### config.mk
export PLATFORM = sky130hd
export DESIGN_NAME = mano_sram_ctl
export DESIGN_NICKNAME = d
export VERILOG_FILES = /design/src/rtl/mano_mem_pkg.sv /design/src/rtl/mano_sram_core.sv /design/src/rtl/mano_sram_ctl.sv
export SDC_FILE = /design/constraint.sdc
export NUM_CORES = 1
export LEC_CHECK = 0
export BUFFER_PORTS_ARGS = -buffer_cell sky130_fd_sc_hd__buf_2
export CAP_MARGIN = 20
export CORE_UTILIZATION = 55
export DETAILED_ROUTE_END_ITERATION = 10
export PLACE_DENSITY_LB_ADDON = 0.2
export SLEW_MARGIN = 40
export SYNTH_ARGS = -nofsm -noshare
export SYNTH_HDL_FRONTEND = slang
export SYNTH_SLANG_ARGS = --single-unit
### constraint.sdc
create_clock -name clk -period 9 [get_ports clk]
set_input_delay 1.35 -clock clk [delete_from_list [all_inputs] [get_ports clk]]
set_output_delay 1.35 -clock clk [all_outputs]
set_load 0.005 [all_outputs]
### src/rtl/mano_mem_pkg.sv
// rtl/mano_mem_pkg.sv - shared state encoding and default geometry for the Mano memory
package mano_mem_pkg;

  typedef enum logic {
    ST_INIT = 1'b0,
    ST_RUN  = 1'b1
  } mem_state_e;

  localparam int DEF_DATA_W = 16;
  localparam int DEF_ADDR_W = 16;
  localparam int DEF_DEPTH  = 32;

  // Largest supported read latency; anything at or above it selects the two-stage pipe.
  localparam int RD_LAT_MAX = 2;

endpackage

### src/rtl/mano_sram_core.sv
// rtl/mano_sram_core.sv - word array with one write port and one registered read port
module mano_sram_core #(
  parameter int DATA_W = 16,
  parameter int DEPTH  = 32,
  parameter int AW     = 5
) (
  input  logic              clk,
  input  logic              rst_n,
  input  logic              we,
  input  logic              re,
  input  logic [AW-1:0]     addr,
  input  logic [DATA_W-1:0] wdata,
  output logic [DATA_W-1:0] rdata
);

  logic [DATA_W-1:0] mem [DEPTH];

  always_ff @(posedge clk) begin
    if (we) mem[addr] <= wdata;
  end

  // Read register holds between reads so the top can present a stable data_out.
  always_ff @(posedge clk or negedge rst_n) begin
    if (!rst_n)  rdata <= '0;
    else if (re) rdata <= mem[addr];
  end

endmodule

### src/rtl/mano_sram_ctl.sv
// rtl/mano_sram_ctl.sv - handshake, init sweep, range check and read pipeline around the core
module mano_sram_ctl
  import mano_mem_pkg::*;
#(
  parameter int                DATA_W   = DEF_DATA_W,
  parameter int                ADDR_W   = DEF_ADDR_W,
  parameter int                DEPTH    = DEF_DEPTH,
  parameter int                RD_LAT   = 1,
  parameter int                RDW_NEW  = 0,
  parameter logic [DATA_W-1:0] INIT_VAL = '0
) (
  input  logic              clk,
  input  logic              rst_n,
  input  logic              req_valid,
  output logic              req_ready,
  input  logic              we_n,
  input  logic [ADDR_W-1:0] addr,
  input  logic [DATA_W-1:0] data_in,
  input  logic              rd_addr_same,
  output logic              rsp_valid,
  output logic [DATA_W-1:0] data_out,
  output logic              addr_err,
  output logic              init_busy
);

  localparam int              AW      = (DEPTH > 1) ? $clog2(DEPTH) : 1;
  localparam logic [AW-1:0]   LAST    = AW'(DEPTH - 1);
  localparam logic [ADDR_W:0] DEPTH_X = (ADDR_W + 1)'(DEPTH);

  mem_state_e        state, state_nxt;
  logic [AW-1:0]     cnt, cnt_nxt;
  logic              acc, rd_acc, wr_acc, in_rng;
  logic              core_we, core_re;
  logic [AW-1:0]     core_addr;
  logic [DATA_W-1:0] core_wdata, core_rdata, rd1_data;
  logic              v1, rd_err_q, wr_err_q;
  logic              unused_rsvd;

  // Reserved input and the dual-port RDW hook have no effect on a single port.
  assign unused_rsvd = rd_addr_same ^ (RDW_NEW != 0);

  always_ff @(posedge clk or negedge rst_n) begin
    if (!rst_n) begin
      state <= ST_INIT;
      cnt   <= '0;
    end else begin
      state <= state_nxt;
      cnt   <= cnt_nxt;
    end
  end

  always_comb begin
    state_nxt = state;
    cnt_nxt   = cnt;
    case (state)
      ST_INIT: begin
        cnt_nxt = cnt + 1'b1;
        if (cnt == LAST) begin
          state_nxt = ST_RUN;
          cnt_nxt   = '0;
        end
      end
      default: ;
    endcase
  end

  assign req_ready = (state == ST_RUN);
  assign init_busy = (state == ST_INIT);

  // Range check on the full address so aliased high addresses are rejected.
  assign in_rng = ({1'b0, addr} < DEPTH_X);
  assign acc    = req_valid & req_ready;
  assign rd_acc = acc & we_n;
  assign wr_acc = acc & ~we_n;

  assign core_we    = init_busy | (wr_acc & in_rng);
  assign core_re    = rd_acc & in_rng;
  assign core_addr  = init_busy ? cnt : addr[AW-1:0];
  assign core_wdata = init_busy ? INIT_VAL : data_in;

  mano_sram_core #(
    .DATA_W(DATA_W),
    .DEPTH (DEPTH),
    .AW    (AW)
  ) u_core (
    .clk  (clk),
    .rst_n(rst_n),
    .we   (core_we),
    .re   (core_re),
    .addr (core_addr),
    .wdata(core_wdata),
    .rdata(core_rdata)
  );

  always_ff @(posedge clk or negedge rst_n) begin
    if (!rst_n) begin
      v1       <= 1'b0;
      rd_err_q <= 1'b0;
      wr_err_q <= 1'b0;
    end else begin
      v1       <= rd_acc;
      wr_err_q <= wr_acc & ~in_rng;
      if (rd_acc) rd_err_q <= ~in_rng;
    end
  end

  // Out-of-range reads skip the array, so force zero over the held read register.
  assign rd1_data = rd_err_q ? '0 : core_rdata;

  if (RD_LAT >= RD_LAT_MAX) begin : g_lat2
    logic              v2, e2;
    logic [DATA_W-1:0] d2;

    always_ff @(posedge clk or negedge rst_n) begin
      if (!rst_n) begin
        v2 <= 1'b0;
        e2 <= 1'b0;
        d2 <= '0;
      end else begin
        v2 <= v1;
        e2 <= v1 & rd_err_q;
        if (v1) d2 <= rd1_data;
      end
    end

    assign rsp_valid = v2;
    assign data_out  = d2;
    assign addr_err  = wr_err_q | e2;
  end else begin : g_lat1
    assign rsp_valid = v1;
    assign data_out  = rd1_data;
    assign addr_err  = wr_err_q | (v1 & rd_err_q);
  end

endmodule

* Word-level counts from Yosys, hierarchy flattened
Memories as Yosys holds them, arrays and structs flattened. A register that Yosys moved wholly into a read port is not among the register bits.
Cells that the tools add are included.
Widths: inputs -> output; s select.
** Operators by class
- Bitwise operators :: 12
- Equal/unequal tests :: 1
- $add $sub $neg :: 1
- $lt $le $gt $ge :: 1
- Reductions and logical operators :: 1
- Mux-type cells :: 8
** Operators with widths (number)
- $mux 16 :: 2
- $lt 16x6->1 const B :: 1
- $mux 5 :: 2
- $and 1x1->1 :: 7
- $add 5x1->5 const B :: 1
- $eq 5x5->1 const B :: 1
- $mux 1 :: 4
- $not 1->1 :: 3
- $or 1x1->1 :: 2
- $logic_not 1->1 :: 1
** Word-level totals
- RAM bits :: 512
- Register bits after elaboration :: 9
- Output and inout port bits :: 20
- Input bits :: 37
- Memories kept :: 1
** Memories
- u_core.mem :: words 32, width 16, rd ports 1, clocked after memory_dff 1, wr ports 1, RTL line mano_sram_core.sv:16 : logic [DATA_W-1:0] mem [DEPTH];

* Longest topological paths before layout
Gate-level depths: netlist (run 1).
- Depth in word-level cells :: 6
- Depth in mapped cells :: 9
- Depth with buffers taken out :: 6

* By module
From an unflattened synthesis (run 1), not the netlist that was laid out.
** Second synthesis, totals
- Cells, all modules :: 1036
- Area total of the unflattened synthesis :: 20992.6 um^2
** Modules (own cells, without submodules)
- mano_sram_core :: instances 1, area each 20282.0 um^2, cells an instance 957
- mano_sram_ctl :: instances 1, area each 710.7 um^2, cells an instance 79

* Worst setup path after synthesis (run 1)
No wires, ideal clock.
- Kind :: input port to flip-flop
- Start point :: input port addr[0]
- End point :: memory u_core.mem[2][0] (enable)
- Data arrival time :: 3358 ps
- Cell stages on the path :: 8
- Buffers on the path :: 4
- Slack :: 5254 ps
- Path through :: mux2_4 > buf_2 > buf_6 > buf_2 > buf_2 > nor2_1 > nand2_1 > nor2_1
** On the way
- Longest elaborated chain between the ends :: 5
- Elaborated cells on any way between the ends :: 6
** Ends and longest elaborated chain
- from (decl) :: RTL line mano_sram_ctl.sv:17 : input logic [ADDR_W-1:0] addr,
- $lt 16x6->1 :: RTL line mano_sram_ctl.sv:71 : assign in_rng = ({1'b0, addr} < DEPTH_X);
- $and 1x1->1 :: RTL line mano_sram_ctl.sv:76 : assign core_we = init_busy | (wr_acc & in_rng);
- $or 1x1->1 :: RTL line mano_sram_ctl.sv:76
- $mux 1 :: RTL line mano_sram_core.sv:19 : if (we) mem[addr] <= wdata;
- $mux 1 (not written as such) :: RTL line mano_sram_core.sv:19
- to (decl) :: RTL line mano_sram_core.sv:16
Several ways; a longest one is shown, not always the timed one.

* Worst setup path after layout (run 1)
- Start point :: input port addr[1]
- End point :: memory u_core.mem[7][14] (enable)
Same word-level chain as after synthesis.

==> results.py, run 1 <==
metrics = {
    "outcome": {
        "status": "completed",
    },
    "sta": {
        "clock_skew_ns": 0.01892,
        "setup-tns-final_ns": 0,
        "worst_slew_pin_slew_ns": 0.8425,
        "rsz0062_at_grt": "no",
        "setup_ws_ns": 4.930,
        "drv_slew": 0,
        "finalCriticalPeriod_ns": 4.070,
        "finalHoldViolations": 0,
        "fmax_ghz": 0.2457,
        "slew_headroom": 0.4369,
        "period_share": 0.4522,
        "setup_viol": 0,
        "whs_ns": 0.5476,
    },
    "final_layout": {
        "antenna_cells": 0,
        "nets": 1361,
        "fill_cells": 2617,
        "drive_gt1_frac": 0.2031,
        "instances_no_fill": 1875,
        "fin_util": 0.6344,
        "syn_to_final_growth_pct": 13.31,
    },
    "worst_setup_path": {
        "worst-setup-path-type": "in2reg",
        "worst_ep_arrival_time_ns": 4.32,
        "cp_slowest_cell": "nor2_1",
        "worstSetupStartpointType": "primary input",
        "cpMostUsedCell": "buf_4",
        "cp_top_family": "buffers and inverters",
        "cp_cell_sequence": "buf_2 -> mux2_8 -> buf_4 -> nand2_1 -> nor2_1 -> buf_4",
        "critPathMaxStageDelay_ns": 0.69,
        "cp.required_ns": 9.25,
        "critPathBufInv": 3,
        "cp_max_fo": 49,
        "crit_path_end_kind": "flop",
    },
    "floorplanning": {
        "start_util": 0.5599,
        "dieWidth_um": 198.0,
        "die-area_um2": 39220,
        "io_pins": 57,
        "placementRows": 71,
        "fp.dieH_um": 198.0,
        "core_area_um2": 37760,
    },
    "synth": {
        "seq_area_frac_synth": 0.7569,
        "yosys.area.top_type": "edfxtp_1",
        "synth_edf_count": 512,
        "ys_top_cells_by_count": "512 x edfxtp_1, 139 x o21ai_0, 70 x mux2i_1",
        "synth_nets": 1266,
        "synthTopCellsByArea": "edfxtp_1 73%, mux4_2 5.8%, mux2i_1 3.3%",
        "async_reset_ff_frac": 0.04655,
        "ys_dominant_reg_cell": "edfxtp_1",
        "netlist_area_um2": 21140,
        "ys_types": 50,
        "avgSynthCellArea_um2": 17.23,
        "yosysMostFrequentCell": "edfxtp_1",
        "ys_warn_count": 0,
        "syn_inst": 1227,
        "synth_top_area_share": 0.7273,
        "ys_ff_latch": 537,
    },
    "power_and_ir_drop": {
        "p_leak_nw": 7.783,
        "peakVddDrop_mv": 0.1597,
        "power_density_nw_per_um2": 209.6,
    },
    "cts": {
        "cts_tree": "yes",
        "cts_setup_buffers": 0,
        "numCtsBuffers": 52,
        "cts_max_level": 2,
        "clkLatencyLatePin_ns": 0.58,
        "clockBufferDepth": 3,
        "clk_pin_slew_ns": 0.06,
        "holdBufCountCts": 0,
        "cts_resized": 0,
        "clkSinkCount": 537,
        "cts_root_buf": "clkbuf_16",
    },
    "global_route": {
        "grt_pass1_vias": 11686,
        "antenna_found_initial": 1,
        "grt_overflow_total": 0,
        "grt_util_all_layers": 0.2854,
        "grt_max_degree": 50,
        "grt_pass1_wl_um": 78900,
    },
    "min_path": {
        "min_path_type": "reg2reg",
    },
    "run": {
        "maxCapViolCount": 0,
    },
    "placed_design": {
        "gp_congestion": 0.8649,
        "numPortBuffers": 55,
        "post-dp-hpwl_um": 31590,
        "placedCellCount": 1779,
        "dpl_worst_slack_ns": 4.397,
    },
    "drt": {
        "drt-wirelength-per-cell_um": 28.82,
        "vias_per_cell": 6.485,
        "wl_um": 54040,
        "firstDrtPassIters": 5,
        "ant_nets": 0,
        "via_count": 12159,
        "first_iter_violations": 1474,
        "drc": 0,
    },
}
==> cells in the final DEF, fill, tap and decap left out, types with 26 or more instances in the layout <==
master     instances
edfxtp_1         512
o21ai_0          139
mux2i_1           69
buf_4             60
buf_2             55
mux4_2            54
clkbuf_16         54
nor2_1            53
nand2_1           40
nor2b_1           34
a21oi_1           27
a41oi_1           26
==> worst register-to-register path, delay by kind of cell (launching register included) <==
kind	cells	cell delay, ns
muxes	1	0.61
buffers and inverters	3	1.53
DFF	1	0.36
and+or+nand+nor	2	1.16
==> cell families after synthesis <==
family          after synthesis  share of synthesized area
buf+inv                      79                    0.01699
compound gates              290                    0.08547
mux                         128                    0.09299
flops                       537                     0.7569
simple gates                191                    0.04646
fa+ha+maj                     2                   0.001184
==> routing by layer <==
metal / vias to the layer above / track usage / part of all wire
li1: 5132 / - / -
met1: 6239 / 0.4114 / 0.40
met2: 672 / 0.4412 / 0.47
met3: 116 / 0.04275 / 0.089
met4: 0 / 0.1169 / 0.040
met5: - / 0 / 0
==> where the power goes <==
part / internal (W) / switching (W)
logic: 0.0000644 / 0.000134
clock network: 0.00120 / 0.000888
registers: 0.00274 / 0.000000694
==> through the flow <==
stage,total power (W),area (um^2)
global placement,0.002981,22230
CTS,0.005049,23940
global route,0.005151,23950
detailed placement,0.002987,22290
finish,0.005019,23950
floorplan,0.002905,21140
==> state kept, by name, indices dropped and copies added (netlist names) <==
signal,flops
rsp_valid,1
req_ready,1
wr_err_q,1
u_core.rdata,16
rd_err_q,1
cnt,5
u_core.mem,512
==> layout make-up <==
type	instances	area (um^2)	share of cell area
Clock buffer	81	1533	0.06399
Clock inverter	15	111.4	0.004649
Inverter	3	11.26	0.0004701
Multi-Input combinational cell	611	4892	0.2042
Sequential cell	537	16000	0.6680
Tap cell	511	639.4	0.02669
Timing Repair Buffer	117	764.5	0.03192
==> final timing paths <==
check	startpoint	to	slack (ns)	cells past startpoint
worst max-delay path	addr[1]	u_core.mem[7][14]	4.93	6
worst min-delay path	u_core.rdata[5]	u_core.rdata[5]	0.55	2
worst max register to register	req_ready	u_core.mem[7][14]	5.02	6
worst min register to register	u_core.rdata[5]	u_core.rdata[5]	0.55	2
max in group asynchronous	rst_n	rd_err_q	7.64	1
min in group asynchronous	rst_n	u_core.rdata[2]	0.83	1
Note: power is estimated with default switching activity, not from simulation.
==> run 2: changes to the inputs <==
Settings changed: ABC_AREA set to 1.
Clock period 9 ns to 3.46 ns, I/O delays scaled along.
==> results.py, run 2 <==
metrics = {
    "synth": {
        "async_reset_ff_frac": 0.04655,
        "avgSynthCellArea_um2": 10.25,
        "ys_dominant_reg_cell": "edfxtp_1",
        "ys_ff_latch": 537,
        "yosys.area.top_type": "edfxtp_1",
        "seq_area_frac_synth": 0.6905,
        "ys_top_cells_by_count": "1,078 x nand2_1, 512 x edfxtp_1, 294 x nand3_1",
        "synth_nets": 2299,
        "synthTopCellsByArea": "edfxtp_1 66%, nand2_1 17%, nand3_1 6.4%",
        "synth_top_area_share": 0.6635,
        "synth_edf_count": 512,
        "netlist_area_um2": 23170,
        "ys_types": 31,
        "syn_inst": 2260,
        "ys_warn_count": 0,
        "yosysMostFrequentCell": "nand2_1",
    },
    "final_layout": {
        "largest_reg_flops": 512,
        "ff_latch_area_um2": 16000,
        "final_cell_mix": "1,076 x nand2_1, 512 x edfxtp_1, 294 x nand3_1",
        "antenna_cells": 0,
        "fill_cells": 3242,
        "syn_to_final_growth_pct": 11.98,
        "reg.largest.list": "u_core.mem (512), u_core.rdata (16), cnt (5)",
        "drive_gt1_frac": 0.09628,
        "nets": 2367,
        "regMostFlops": "u_core.mem",
        "multi_input_area_um2": 6310,
        "final_common_cell": "nand2_1",
    },
    "worst_setup_path": {
        "worst_ep_arrival_time_ns": 3.05,
        "cp_slowest_cell": "nand3_1",
        "critPathMaxStageDelay_ns": 0.50,
        "cp_max_fo": 64,
        "cp.required_ns": 3.75,
        "cp_top_family": "buffers and inverters",
        "critPathBufInv": 4,
        "cp_cell_sequence": "buf_4 -> o21ai_4 -> inv_4 -> buf_12 -> nand3_1 -> nor2_1 -> buf_4",
        "worst-setup-path-type": "reg2reg",
        "crit_path_end_kind": "flop",
        "worstSetupStartpointType": "flop",
        "cpMostUsedCell": "buf_4",
    },
    "placed_design": {
        "numPortBuffers": 55,
        "dpl_worst_slack_ns": 0.4458,
        "gp_congestion": 0.8594,
        "post-dp-hpwl_um": 31740,
    },
    "sta": {
        "finalCriticalPeriod_ns": 2.755,
        "setup_ws_ns": 0.7046,
        "clock_skew_ns": 0.01542,
        "slew_headroom": 0.4947,
        "fmax_ghz": 0.3629,
        "setup-tns-final_ns": 0,
        "finalHoldViolations": 0,
        "period_share": 0.7964,
        "worst_slew_pin_slew_ns": 0.7579,
        "rsz0062_at_grt": "no",
        "drv_slew": 0,
        "setup_viol": 0,
    },
    "global_route": {
        "grt_util_all_layers": 0.2705,
        "grt_pass1_vias": 15799,
        "grt_overflow_total": 0,
        "grt_pass1_wl_um": 88550,
        "antenna_found_initial": 0,
        "grt_max_degree": 119,
    },
    "cts": {
        "numCtsBuffers": 53,
        "clockBufferDepth": 3,
        "cts_resized": 0,
        "clk_pin_slew_ns": 0.06,
        "cts_max_level": 2,
        "clkLatencyLatePin_ns": 0.60,
        "cts_root_buf": "clkbuf_16",
        "clkSinkCount": 537,
        "cts_tree": "yes",
    },
    "floorplanning": {
        "fp.dieH_um": 207.3,
        "io_pins": 57,
        "start_util": 0.5624,
        "placementRows": 74,
        "core_area_um2": 41200,
        "die-area_um2": 42950,
        "dieWidth_um": 207.3,
    },
    "power_and_ir_drop": {
        "power_density_nw_per_um2": 508.9,
        "p_leak_nw": 10.85,
        "peakVddDrop_mv": 0.4678,
    },
    "drt": {
        "wl_um": 57120,
        "first_iter_violations": 1601,
        "ant_nets": 0,
        "drc": 0,
        "via_count": 16096,
        "drt-wirelength-per-cell_um": 19.70,
        "vias_per_cell": 5.550,
        "firstDrtPassIters": 6,
    },
    "outcome": {
        "status": "completed",
    },
    "run": {
        "maxCapViolCount": 0,
    },
    "min_path": {
        "min_path_type": "in2reg",
    },
}
## run 2: cell types whose count changed in the layout (fill, tap and decap cells not counted), sizes merged, moves of 25 or more
cell,change
nand2,+1040
nand3,+292
o21ai,-137
inv,+81
mux2i,-70
mux4,-54
nor2b,-34
nor2,+31
a41oi,-26
buf,+26
o22ai,-25
## run 2: timing repair
action | CTS | global route
hold buffers | 1 | 0
buffers inserted | 0 | 0
hold endpoints to repair | 25 | 0
## run 2: path summary, 6_finish.rpt
| kind | slack [ns] | cells after the start | startpoint | to |
|---|---|---|---|---|
| worst max-delay path | 0.70 | 7 | req_ready | u_core.mem[17][7] |
| worst min-delay path | 0.12 | 2 | we_n | wr_err_q |
| worst max register to register | 0.70 | 7 | req_ready | u_core.mem[17][7] |
| worst min register to register | 0.54 | 4 | u_core.rdata[11] | u_core.rdata[11] |
| max in group asynchronous | 2.62 | 2 | rst_n | cnt[0] |
| min in group asynchronous | 0.46 | 2 | rst_n | cnt[4] |
## run 2: metal layers
layer,vias up,GRT usage,share of wire
met5,-,0,0
met4,0,0.1086,0.031
met3,104,0.03389,0.070
met2,624,0.4607,0.50
met1,7708,0.3551,0.40
li1,7660,-,-
## run 2: cells by family after synthesis
kind of cell | count (synthesis) | synth area share
simple gates | 1490 | 0.2638
flops | 537 | 0.6905
buf+inv | 213 | 0.03888
compound gates | 18 | 0.005670
fa+ha+maj | 2 | 0.001080
## run 2: final cells by class
class / instances / area share
timing repair buffer: 144 / 0.04094
sequential: 537 / 0.6167
multi-input combinational: 1510 / 0.2432
inverter: 82 / 0.01206
clock buffer: 72 / 0.05550
clock inverter: 23 / 0.005980
tap: 532 / 0.02565
## run 2: metrics by stage
step	area, um^2	cells	hold WS, ns	total power, W	utilization
3_3_place_gp	24340	2804	0.5219	0.007958	0.5907
2_1_floorplan	23170	2260	0.2234	0.007700	-
6_report	25950	2900	0.1208	0.01320	0.6297
4_1_cts	25950	2900	0.09816	0.01327	0.6297
3_5_place_dp	24340	2804	0.5218	0.007970	0.5908
5_1_grt	25950	2900	0.1286	0.01359	0.6297
## run 2: report_power, final
group	internal, W	switching, W
registers	0.00712	0.00000107
logic	0.000190	0.000532
clock network	0.00304	0.00232
